[src/rtl/sys_ctrl_pkg.sv]
// sys_ctrl_pkg: shared state encoding and sizing helpers for the systolic tile sequencer.
package sys_ctrl_pkg;
  typedef enum logic [2:0] {IDLE, CLEAR, LOAD_A, LOAD_W, DRAIN, OUT, DONE} state_t;
  function automatic int phase_w(input int n);
    return (n > 1) ? $clog2(2 * n) : 1;
  endfunction
endpackage

[src/rtl/sys_phase_counter.sv]
// sys_phase_counter: per-state phase counter that wraps on its terminal count and flags the last cycle.
module sys_phase_counter #(
  parameter int W = 4
) (
  input  logic         clk,
  input  logic         reset,
  input  logic         load,
  input  logic         en,
  input  logic [W-1:0] len_m1,
  output logic         last
);
  logic [W-1:0] cnt;
  assign last = cnt == len_m1;
  always_ff @(posedge clk) begin
    if (reset || load) cnt <= '0;
    else if (en) cnt <= last ? '0 : cnt + W'(1);
  end
endmodule

[src/rtl/sys_tile_sequencer.sv]
// sys_tile_sequencer: phase sequencer driving clear/load/drain/deload strobes for K steps x M tiles per job.
module sys_tile_sequencer
  import sys_ctrl_pkg::*;
#(
  parameter int N     = 8,
  parameter int CNT_W = 16
) (
  input  logic             clk,
  input  logic             reset,
  input  logic             start,
  input  logic             stall,
  input  logic [CNT_W-1:0] k_tiles,
  input  logic [CNT_W-1:0] m_tiles,
  output logic             busy,
  output logic             done,
  output logic             reset_sys,
  output logic             compute,
  output logic             load_a,
  output logic             load_w,
  output logic             deload,
  output logic             deload_out,
  output logic [CNT_W-1:0] k_idx,
  output logic [CNT_W-1:0] m_idx
);
  localparam int LEN_LOAD  = N;
  localparam int LEN_DRAIN = 2 * N;
  localparam int PW        = phase_w(N);
  state_t           state, nxt;
  logic [CNT_W-1:0] k_last, m_last;
  logic [PW-1:0]    len_m1;
  logic             last;
  logic             clr_q, cmp_q, la_q, lw_q, dr_q, out_q, done_q;
  always_comb
    len_m1 = (state == DRAIN) ? PW'(LEN_DRAIN - 1) :
             (state == LOAD_A || state == LOAD_W || state == OUT) ? PW'(LEN_LOAD - 1) : '0;
  sys_phase_counter #(.W(PW)) u_phase (
    .clk    (clk),
    .reset  (reset),
    .load   (state == IDLE),
    .en     (!stall),
    .len_m1 (len_m1),
    .last   (last)
  );
  always_comb begin
    nxt = state;
    case (state)
      IDLE:    nxt = start ? CLEAR : IDLE;
      CLEAR:   nxt = LOAD_A;
      LOAD_A:  nxt = last ? LOAD_W : LOAD_A;
      LOAD_W:  nxt = last ? DRAIN : LOAD_W;
      DRAIN:   nxt = !last ? DRAIN : (k_idx < k_last) ? LOAD_A : OUT;
      OUT:     nxt = !last ? OUT : (m_idx < m_last) ? CLEAR : DONE;
      DONE:    nxt = IDLE;
      default: nxt = IDLE;
    endcase
  end
  // Strobes are registered from the next state so each is a clean Moore flop.
  always_ff @(posedge clk) begin
    if (reset) begin
      state  <= IDLE;
      k_last <= '0;
      m_last <= '0;
      k_idx  <= '0;
      m_idx  <= '0;
      busy   <= 1'b0;
      clr_q  <= 1'b0;
      cmp_q  <= 1'b0;
      la_q   <= 1'b0;
      lw_q   <= 1'b0;
      dr_q   <= 1'b0;
      out_q  <= 1'b0;
      done_q <= 1'b0;
    end else if (!stall) begin
      state  <= nxt;
      busy   <= nxt != IDLE;
      clr_q  <= nxt == CLEAR;
      cmp_q  <= nxt == LOAD_A && state != LOAD_A;
      la_q   <= nxt == LOAD_A;
      lw_q   <= nxt == LOAD_W;
      dr_q   <= nxt == DRAIN;
      out_q  <= nxt == OUT;
      done_q <= nxt == DONE;
      if (state == IDLE && start) begin
        k_last <= (k_tiles == '0) ? '0 : k_tiles - CNT_W'(1);
        m_last <= (m_tiles == '0) ? '0 : m_tiles - CNT_W'(1);
        k_idx  <= '0;
        m_idx  <= '0;
      end
      if (state == DRAIN && last && k_idx < k_last) k_idx <= k_idx + CNT_W'(1);
      if (state == OUT && last && m_idx < m_last) begin
        m_idx <= m_idx + CNT_W'(1);
        k_idx <= '0;
      end
    end
  end
  assign reset_sys  = clr_q & ~stall;
  assign compute    = cmp_q & ~stall;
  assign load_a     = la_q & ~stall;
  assign load_w     = lw_q & ~stall;
  assign deload     = dr_q & ~stall;
  assign deload_out = out_q & ~stall;
  assign done       = done_q & ~stall;
endmodule

[config.mk]
export PLATFORM = sky130hd
export DESIGN_NAME = sys_tile_sequencer
export DESIGN_NICKNAME = d
export VERILOG_FILES = /design/src/rtl/sys_ctrl_pkg.sv /design/src/rtl/sys_phase_counter.sv /design/src/rtl/sys_tile_sequencer.sv
export SDC_FILE = /design/constraint.sdc
export NUM_CORES = 1
export LEC_CHECK = 0
export CELL_PAD_IN_SITES_DETAIL_PLACEMENT = 1
export CELL_PAD_IN_SITES_GLOBAL_PLACEMENT = 1
export CORE_MARGIN = 5
export CORE_UTILIZATION = 27
export CTS_BUF_LIST = sky130_fd_sc_hd__clkbuf_16
export CTS_CLUSTER_DIAMETER = 100
export DETAILED_ROUTE_END_ITERATION = 10
export PLACE_DENSITY = 0.61
export SYNTH_ARGS = -nofsm -noshare
export SYNTH_HDL_FRONTEND = slang
export SYNTH_SLANG_ARGS = --single-unit
[constraint.sdc]
create_clock -name clk -period 4.8 [get_ports clk]
set_input_delay 1.44 -clock clk [delete_from_list [all_inputs] [get_ports clk]]
set_output_delay 1.44 -clock clk [all_outputs]
set_load 0.02 [all_outputs]
## Word-level counts from Yosys, hierarchy flattened

Cells that the tools add are included.

- Bits in registers: 79
- Input port bits: 36
- Word-level logic and storage cells: 77

- Add/sub/neg operators: 5
- Order comparisons: 2
- Equality and inequality tests: 13
- Muxes and demuxes: 17
- Bitwise logic cells: 8
- Reduce and logical (&&, ||, !) cells: 18

Operators by type and width:

| cell | number |
|---|---|
| two-way mux 16 bit | 6 |
| adder 16 x 1 -> 16 bit, second input constant | 2 |
| logical NOT 16 bit | 2 |
| < comparator 16 bit | 2 |
| subtractor 16 x 1 -> 16 bit, second input constant | 2 |
| two-way mux 3 bit | 6 |
| case mux 3 bit (6 select lines) | 1 |
| equality test 3 bit, second input constant | 5 |
| equality test 3 x 2 -> 1 bit, second input constant | 4 |
| two-way mux 4 bit | 2 |
| AND 1 bit | 7 |
| equality test 3 x 1 -> 1 bit, second input constant | 2 |
| logical AND 1 bit | 6 |
| AND reduction 2 bit | 3 |
| nonzero test 3 bit | 2 |
| adder 4 x 1 -> 4 bit, second input constant | 1 |
| equality test 4 bit | 1 |
| logical NOT 3 bit | 1 |
| logical OR 1 bit | 3 |
| != test 3 x 2 -> 1 bit, second input constant | 1 |
| two-way mux 1 bit | 2 |
| nonzero test 2 bit | 1 |
| inverter 1 bit | 1 |

## Logic depth before layout (Yosys ltp)

Gate-level depths: netlist (run 1).

- Word-level depth: 10
- Mapped depth: 11

## Cells and area by module

From an unflattened synthesis (run 1), not the netlist that was laid out.

- Cells, all modules: 581
- Area total of the unflattened synthesis: 4,829.6 um^2

By module, submodules not included:

| module | instances | cells an instance | area an instance (um^2) | sequential area each (um^2) |
|---|---|---|---|---|
| sys_tile_sequencer | 1 | 553 | 4,553.1 | 1,501.4 |
| sys_phase_counter | 1 | 28 | 276.5 | 80.1 |

## Least setup slack after synthesis (run 1)

Ideal clock, no wire load.

- Path kind: input-to-output
- Start point: in stall
- End point: out compute
- Arrival: 2,195 ps
- Required time: 3,360 ps
- Setup slack: 1,165 ps
- Stages: 3
- Cells stage by stage: buf_1 > buf_1 > nor2b_1

- Longest elaborated chain between the ends: 2

Ends and longest elaborated chain:

| item | line | RTL |
|---|---|---|
| from (decl) | sys_tile_sequencer.sv:11 | `input logic stall,` |
| inverter 1 bit | sys_tile_sequencer.sv:97 | `assign compute = cmp_q & ~stall;` |
| AND 1 bit | sys_tile_sequencer.sv:97 |  |
| to (decl) | sys_tile_sequencer.sv:17 | `output logic compute,` |

Every way passes these cells.

## Worst setup path after layout (run 1)

- Start point: in stall
- End point: out done

- Longest elaborated chain between the ends: 2

Ends and longest elaborated chain:

| item | line | RTL |
|---|---|---|
| inverter 1 bit | sys_tile_sequencer.sv:102 | `assign done = done_q & ~stall;` |
| AND 1 bit | sys_tile_sequencer.sv:102 |  |
| to (decl) | sys_tile_sequencer.sv:15 | `output logic done,` |

Every way passes these cells.

==> impl_metrics.yaml, run 1 <==
global_route:
  grt_pass1_wl_mm: 24.7
  met2_usage_pct: 24.7
  grtUsageMet3_pct: 2.96
  grt.busiest_layer: "met2"
  antenna_found_initial: 0
  grt_max_degree: 39
  gr-usage-all-layers_pct: 14.9
  grt_overflow_total: 0
  met1_usage_pct: 19.2
  grt_pass1_vias: 4781
timing:
  slew_headroom_pct: 29.1
  hold_viol: 0
  min_period_ps: 4400
  worstMarginPinSlew_ps: 1060
  setup_viol: 0
  rsz0062_at_grt: "false"
  clock_skew_ps: 8.08
  setup_tns_ps: 0
  timing.fmax_mhz: 227
  min_period_over_period_pct: 91.6
  maxSlewViolCount: 0
die:
  rows: 48
  coreArea_um2: 17400
  pin_count: 76
  die_h_um: 143
  initial_core_util_pct: 27.6
  die_area_um2: 20600
  fp.dieW_um: 143
logic_synthesis:
  synth.most_common_cell: "dfxtp_1"
  seq_area_frac_synth_pct: 32.9
  ys_warn_count: 0
  syn_nets: 666
  synth.avg_cell_area_um2: 8.08
  syn_inst: 595
  synthArstFlopShare_pct: 0
  synth_ff_type: "dfxtp_1"
  synthTopCellsByArea: "dfxtp_1 33%, ha_1 9.1%, nor2_1 5.9%"
  synth-seq-cells: 79
  synth_common_cells: "79 x dfxtp_1, 75 x nor2_1, 45 x inv_1"
  synth_area_um2: 4810
  synth.distinct_cells: 63
  yosysTopAreaCellShare_pct: 32.9
  synth-edff-count: 0
  synth_area_leader_cell: "dfxtp_1"
detailed_routing:
  drtIter0Drc: 235
  wl_per_cell_um: 16.4
  vias_per_cell: 5.07
  wirelength_mm: 14.6
  num_vias: 4516
  ant_nets: 0
  drt-pass1-iter-count: 4
  drc_errors: 0
run_status:
  status: "completed"
place:
  port_buffers: 75
  hpwlAfterDp_mm: 11.4
  gp_congestion: 0.760
pwr:
  seq_power_share_pct: 41.2
  p_comb_share_pct: 16.4
  power.switching_mw: 0.456
  ir_worst_vdd_mv: 0.162
  internal_power_mw: 1.25
  powerDensity_nw_per_um2: 280
  power_frac_clock_pct: 42.4
  p_leak_nw: 2.25
  sw_frac_of_total_pct: 26.8
clock_tree:
  cts.path.max_buffers: 2
  cts_hold_buf: 0
  clk_pin_slew_ps: 60
  htree_levels: 3
  postCtsSetupBuffers: 0
  numCtsBuffers: 9
  cts.sinks: 79
  cts_resized: 0
  cts_root_buf: "clkbuf_16"
  cts_tree: "done"
  insertion_delay_ps: 340
setup_path:
  end_kind: "primary output"
  crit_fanout: 13
  critical_path_required_ps: 3360
  crit_path_end: "done"
  cp-start-kind: "input port"
  reg2reg_depth: 8
  crit_arrival_ps: 2960
  reg2reg_from: "m_idx[2]"
  crit_start: "stall"
  r2r_end: "m_idx[15]"
  path_class: "input port to primary output"
  rrSetupSlack_ps: 1610
run:
  drv_cap: 0
cells_and_area:
  area_delta_synth_final_pct: 26.3
  n_antenna_cell: 0
  fill_cells: 2064
  drive_gt1_share_pct: 6.31
  final_util_pct: 34.9
  nets: 732
hold_path:
  hold_class: "flop to flop"
## stage by stage
step           area [um^2]  instances  hold slack, ps  worst slack (ps)  total power [mW]
2_1_floorplan         4810        595             412              1170             0.893
3_3_place_gp          5770        875             439               395             0.986
3_5_place_dp          5770        875             448               374             0.996
4_1_cts               6080        891             463               373              1.72
5_1_grt               6080        891             483               290              1.78
6_report              6080        891             455               404              1.70
## sequential cells by signal (all words and copies together), names as in the netlist
| name | flops |
|---|---|
| lw_q | 1 |
| clr_q | 1 |
| out_q | 1 |
| k_idx | 16 |
| done_q | 1 |
| state | 3 |
| busy | 1 |
| la_q | 1 |
| k_last | 16 |
| dr_q | 1 |
| m_idx | 16 |
| u_phase.cnt | 4 |
| cmp_q | 1 |
| m_last | 16 |
## power groups by stage
stage | sequential [mW] | clock, mW | combinational (mW)
detailed placement | 0.715 | 0 | 0.281
global route | 0.705 | 0.766 | 0.312
floorplan | 0.706 | 0 | 0.187
finish | 0.701 | 0.722 | 0.280
global placement | 0.714 | 0 | 0.271
CTS | 0.701 | 0.739 | 0.282
## worst max-delay path, cell delays in order
cell	delay (ps)
clkdlybuf4s50_1	680
nor2b_1	210
clkdlybuf4s50_1	620
## worst min-delay path by stage
stage / from / endpoint / cells past startpoint
CTS: cmp_q / cmp_q / 1
global route: done_q / done_q / 2
floorplan: dr_q / dr_q / 2
finish: lw_q / lw_q / 2
global placement: lw_q / lw_q / 2
detailed placement: cmp_q / cmp_q / 1
## final cells by class
class	instances	area (um^2)	share of cell area, %
multi-input cells	445	2950	48.5
clock inverters	7	80.1	1.32
well taps	225	282	4.63
flip-flops and latches	79	1580	26.0
inverters	45	169	2.78
clock buffers	9	225	3.71
repair buffers	81	791	13.0
## cells in the final DEF, fill, tap and decap left out, drive strengths merged, types with 7 or more instances in the layout
master and n:
a211oi 10, a21oi 33, a22oi 31, and3 9
buf 7, clkbuf 9, clkdlybuf4s50 74, dfxtp 79
ha 35, inv 47, nand2 39, nand2b 7
nand3 16, nand4 11, nor2 75, nor2b 9
nor3 17, o21ai 15, o31ai 8, or2 13
or3 13, xnor2 21, xor2 17
## routing by layer
| metal | share of wire, % | routed length [um] | vias to the layer above |
|---|---|---|---|
| met5 | 0 | 0 | - |
| met3 | 3.2 | 469 | 23 |
| met1 | 47 | 6900 | 2182 |
| li1 | - | - | 2246 |
| met2 | 47 | 6930 | 65 |
| met4 | 2.2 | 316 | 0 |
## kinds of logic after synthesis
| kind of cell | synth area share (%) |
|---|---|
| flops | 32.9 |
| mux | 1.79 |
| simple gates | 24.2 |
| xor+xnor | 6.92 |
| compound gates | 19.3 |
| buf+inv | 5.83 |
| fa+ha+maj | 9.11 |
Note: power is estimated with default switching activity, not from simulation.
==> run 2, diff against run 1 <==
--- a/config.mk
+++ b/config.mk
@@ -5,6 +5,7 @@
 export SDC_FILE = /design/constraint.sdc
 export NUM_CORES = 1
 export LEC_CHECK = 0
+export ABC_AREA = 1
 export CELL_PAD_IN_SITES_DETAIL_PLACEMENT = 1
 export CELL_PAD_IN_SITES_GLOBAL_PLACEMENT = 1
 export CORE_MARGIN = 5
@@ -12,7 +13,9 @@
 export CTS_BUF_LIST = sky130_fd_sc_hd__clkbuf_16
 export CTS_CLUSTER_DIAMETER = 100
 export DETAILED_ROUTE_END_ITERATION = 10
-export PLACE_DENSITY = 0.61
+export PLACE_DENSITY = 0.63
+export RECOVER_POWER = 25
+export SKIP_CTS_REPAIR_TIMING = 1
 export SYNTH_ARGS = -nofsm -noshare
 export SYNTH_HDL_FRONTEND = slang
 export SYNTH_SLANG_ARGS = --single-unit
==> impl_metrics.yaml, run 2 <==
run_status:
  status: "completed"
detailed_routing:
  drtIter0Drc: 172
  ant_nets: 0
  vias_per_cell: 4.58
  drt-pass1-iter-count: 4
  wirelength_mm: 14.7
  drc_errors: 0
  wl_per_cell_um: 13.6
  num_vias: 4925
setup_path:
  rrSetupSlack_ps: 1940
  critical_path_required_ps: 3360
  end_kind: "primary output"
  cp-start-kind: "input port"
  cpPeakStageDelay_ps: 650
  crit_fanout: 8
  path_class: "input port to primary output"
  worst-path-buf-inv: 2
  crit_family: "buffers and inverters"
  worstPathCellList: "dlygate4sd3_1 -> nor2_1 -> clkdlybuf4s50_1"
  crit_arrival_ps: 2830
  reg2reg_from: "k_idx[5]"
  slowest_stage: "dlygate4sd3_1"
  crit_start: "stall"
place:
  gp_congestion: 0.776
  port_buffers: 75
  place_ws_ps: 591
  dp_cells: 1059
  hpwlAfterDp_mm: 11.4
  dpl_cell_area_um2: 6020
clock_tree:
  cts.path.max_buffers: 2
  htree_levels: 3
  cts_root_buf: "clkbuf_16"
  cts_tree: "done"
  cts.sinks: 79
  insertion_delay_ps: 340
  numCtsBuffers: 9
  clk_pin_slew_ps: 60
cells_and_area:
  final_cell_mix: "203 x nand2_1, 98 x inv_1, 87 x a21oi_1"
  layout_commonest_cell: "nand2_1"
  area_delta_synth_final_pct: 24.6
  nets: 907
  n_antenna_cell: 0
  stdcell_count: 1075
  stdcell_area_um2: 6300
  drive_gt1_share_pct: 4.64
global_route:
  gr-usage-all-layers_pct: 13.9
  grt_pass1_vias: 4966
  antenna_found_initial: 0
  grt_overflow_total: 0
  grt_max_degree: 64
  grt_pass1_wl_mm: 24.7
timing:
  clock_skew_ps: 8.73
  hold_viol: 0
  maxSlewViolCount: 0
  slew_headroom_pct: 44.9
  worstMarginPinSlew_ps: 827
  setup_viol: 0
  min_period_over_period_pct: 89.0
  setup_tns_ps: 0
  timing.fmax_mhz: 234
  rsz0062_at_grt: "false"
  setup_slack_ps: 526
  min_period_ps: 4270
logic_synthesis:
  synth_ff_type: "dfxtp_1"
  seq_area_frac_synth_pct: 31.3
  synth.most_common_cell: "nand2_1"
  synth.avg_cell_area_um2: 6.60
  synth_common_cells: "203 x nand2_1, 95 x inv_1, 87 x a21oi_1"
  synth_area_um2: 5060
  synth.distinct_cells: 41
  ys_warn_count: 0
  yosysTopAreaCellShare_pct: 31.3
  synthArstFlopShare_pct: 0
  synthTopCellsByArea: "dfxtp_1 31%, nand2_1 15%, ha_1 8.7%"
  syn_nets: 838
  synth-seq-cells: 79
  synth_area_leader_cell: "dfxtp_1"
  syn_inst: 767
  synth-edff-count: 0
die:
  die_area_um2: 21600
  pin_count: 76
  die_h_um: 147
  coreArea_um2: 18600
  rows: 50
  initial_core_util_pct: 27.2
  fp.dieW_um: 147
pwr:
  ir_worst_vdd_mv: 0.130
  powerDensity_nw_per_um2: 258
  p_leak_nw: 2.49
hold_path:
  hold_start: "m_last[7]"
  hold_class: "flop to flop"
run:
  drv_cap: 0
==> run 2: cell count changes after synthesis, sizes merged, moves of 10 or more <==
| cell | change |
|---|---|
| a21oi | +55 |
| nand2 | +168 |
| o21ai | +11 |
| xnor2 | -10 |
| a22oi | -31 |
| inv | +55 |
| or3 | -13 |
| nand3 | +24 |
==> run 2: worst paths after layout <==
| path | end | depth (start not counted) |
|---|---|---|
| setup / recovery | reset_sys | 3 |
| setup reg to reg | k_idx[2] | 12 |
| hold reg to reg | m_last[7] | 2 |
| hold / removal | m_last[7] | 2 |
==> run 2: cells by family (layout without fill, tap and decap cells) <==
family          count (synthesis)  count (layout)  share of synthesized area, %
flops                          79              79                          31.3
xor+xnor                       34              34                          5.89
compound gates                123             123                          12.8
simple gates                  374             374                          31.9
fa+ha+maj                      35              35                          8.66
buf+inv                       122             196                          9.47
==> run 2: area by class of cell <==
type                       instances  area, um^2
inverter                         102         384
multi-input combinational        566        3000
tap                              234         293
timing repair buffer              78         764
fill                            2346       12300
clock buffer                       9         225
sequential                        79        1580
clock inverter                     7        57.6
==> run 2: worst min-delay path, stage by stage (launching register included) <==
cell     delay (ps)
dfxtp_1         310
nand2_1          60
a21oi_1          50
==> run 2: power breakdown <==
group	switching (mW)	internal [mW]
logic	0.172	0.0977
clock network	0.271	0.395
registers	0.0159	0.678
==> run 2: per-layer routing <==
metal,wire [um],GRT usage [%],vias up
met2,6580,22.4,64
li1,-,-,2608
met3,337,1.91,13
met4,207,4.70,0
met5,0,0,-
met1,7520,19.0,2240
==> run 2: stage by stage <==
step | utilization, % | hold WS, ps | total power [mW]
after detailed placement | 32.4 | 458 | 0.983
final | 33.9 | 466 | 1.63
after floorplan | - | 445 | 0.884
after global placement | 32.4 | 454 | 0.979
after global routing | 33.9 | 494 | 1.72
after CTS | 33.9 | 468 | 1.66
==> run 3, diff against run 2 <==
--- a/config.mk
+++ b/config.mk
@@ -5,7 +5,7 @@
 export SDC_FILE = /design/constraint.sdc
 export NUM_CORES = 1
 export LEC_CHECK = 0
-export ABC_AREA = 1
+export ABC_AREA = 0
 export CELL_PAD_IN_SITES_DETAIL_PLACEMENT = 1
 export CELL_PAD_IN_SITES_GLOBAL_PLACEMENT = 1
 export CORE_MARGIN = 5
@@ -13,7 +13,7 @@
 export CTS_BUF_LIST = sky130_fd_sc_hd__clkbuf_16
 export CTS_CLUSTER_DIAMETER = 100
 export DETAILED_ROUTE_END_ITERATION = 10
-export PLACE_DENSITY = 0.63
+export PLACE_DENSITY = 0.61
 export RECOVER_POWER = 25
 export SKIP_CTS_REPAIR_TIMING = 1
 export SYNTH_ARGS = -nofsm -noshare
==> impl_metrics.yaml, run 3 (same netlist as run 1, synthesis figures left out) <==
run_status:
  status: "completed"
setup_path:
  reg2reg_from: "m_idx[2]"
  worstPathCellList: "dlygate4sd3_1 -> nor2b_1 -> clkdlybuf4s50_1"
  end_kind: "primary output"
  critical_path_required_ps: 3360
  rrSetupSlack_ps: 1650
  path_class: "input port to primary output"
  cp-start-kind: "input port"
  crit_arrival_ps: 2990
  crit_family: "buffers and inverters"
  cpPeakStageDelay_ps: 740
  crit_fanout: 13
  slowest_stage: "dlygate4sd3_1"
  worst-path-buf-inv: 2
  crit_start: "stall"
detailed_routing:
  ant_nets: 0
  drt-pass1-iter-count: 4
  num_vias: 4521
  vias_per_cell: 5.07
  wirelength_mm: 14.6
  drtIter0Drc: 245
  drc_errors: 0
  wl_per_cell_um: 16.3
timing:
  worstMarginPinSlew_ps: 1070
  timing.fmax_mhz: 226
  clock_skew_ps: 7.99
  rsz0062_at_grt: "false"
  maxSlewViolCount: 0
  slew_headroom_pct: 28.8
  setup_viol: 0
  min_period_over_period_pct: 92.3
  min_period_ps: 4430
  setup_slack_ps: 371
  hold_viol: 0
  setup_tns_ps: 0
cells_and_area:
  multi_input_area_um2: 2950
  final_cell_mix: "79 x dfxtp_1, 75 x nor2_1, 48 x clkdlybuf4s50_1"
  stdcell_area_um2: 6070
  area_delta_synth_final_pct: 26.2
  fill_cells: 2066
  drive_gt1_share_pct: 6.16
  layout_commonest_cell: "dfxtp_1"
  seqCellArea_um2: 1580
  nets: 732
  n_antenna_cell: 0
die:
  pin_count: 76
  rows: 48
  coreArea_um2: 17400
  die_area_um2: 20600
  die_h_um: 143
  initial_core_util_pct: 27.6
  fp.dieW_um: 143
pwr:
  p_comb_share_pct: 16.4
  power_frac_clock_pct: 42.4
  power.switching_mw: 0.454
  seq_power_share_pct: 41.2
  powerDensity_nw_per_um2: 280
  sw_frac_of_total_pct: 26.7
  total_power_mw: 1.70
  ir_worst_vdd_mv: 0.162
  internal_power_mw: 1.24
  p_leak_nw: 2.33
global_route:
  grt_max_degree: 39
  gr-usage-all-layers_pct: 14.9
  grt_overflow_total: 0
  grt_pass1_wl_mm: 24.7
  antenna_found_initial: 0
  grt_pass1_vias: 4781
clock_tree:
  htree_levels: 3
  insertion_delay_ps: 340
  clk_pin_slew_ps: 60
  cts_tree: "done"
  numCtsBuffers: 9
  cts.sinks: 79
  cts.path.max_buffers: 2
  cts_root_buf: "clkbuf_16"
place:
  port_buffers: 75
  dpl_cell_area_um2: 5770
  hpwlAfterDp_mm: 11.4
  gp_congestion: 0.760
  place_ws_ps: 374
hold_path:
  hold_start: "done_q"
  hold_class: "flop to flop"
run:
  drv_cap: 0
==> run 3: cell types whose count changed in the layout (fill, tap and decap cells not counted), moves of 7 or more <==
cell / delta
nand2_1: -164
or2_2: +7
nand2b_1: +7
a21oi_1: -55
a211oi_1: +9
nand3_1: -23
xnor2_1: +10
inv_1: -51
or3_1: +13
nor2b_1: +9
a22oi_1: +31
o31ai_1: +8
==> run 3: layout make-up <==
cell class | count | area share, %
well taps | 225 | 4.64
repair buffers | 81 | 13.0
inverters | 45 | 2.78
multi-input cells | 445 | 48.5
clock inverters | 7 | 1.32
flip-flops and latches | 79 | 26.0
clock buffers | 9 | 3.71
==> run 3: power by group through the flow <==
stage                     Sequential, mW  Clock (mW)  Combinational, mW
final                              0.700       0.720              0.278
after global routing               0.704       0.766              0.311
after CTS                          0.701       0.739              0.282
after detailed placement           0.715           0              0.281
after global placement             0.714           0              0.271
after floorplan                    0.706           0              0.187
==> run 3: final timing paths <==
check / to / cells after the start
min: done_q / 2
min reg2reg: done_q / 2
max reg2reg: m_idx[15] / 8
max: deload_out / 3
==> run 3: metrics by stage <==
step	hold WS, ps	instances	util [%]
3_3_place_gp	439	875	33.1
4_1_cts	463	891	34.9
5_1_grt	483	891	34.9
3_5_place_dp	448	875	33.1
6_report	455	891	34.9
2_1_floorplan	412	595	-
==> run 3: layer usage <==
layer  global-route usage, %  share of wire (%)  up-vias
li1                        -                  -     2249
met4                    5.50                2.2        0
met5                       0                  0        -
met1                    19.2                 47     2177
met3                    2.96                3.5       23
met2                    24.7                 47       72
==> run 3: worst reg2reg max path, delay by kind of cell, from the launching register on <==
kind / cells / cell delay (ps)
AOI/OAI and AO/OA: 3 / 1250
buffers and inverters: 1 / 280
adders and majority gates: 1 / 270
DFF: 1 / 420
muxes: 1 / 190
and+or+nand+nor: 2 / 680
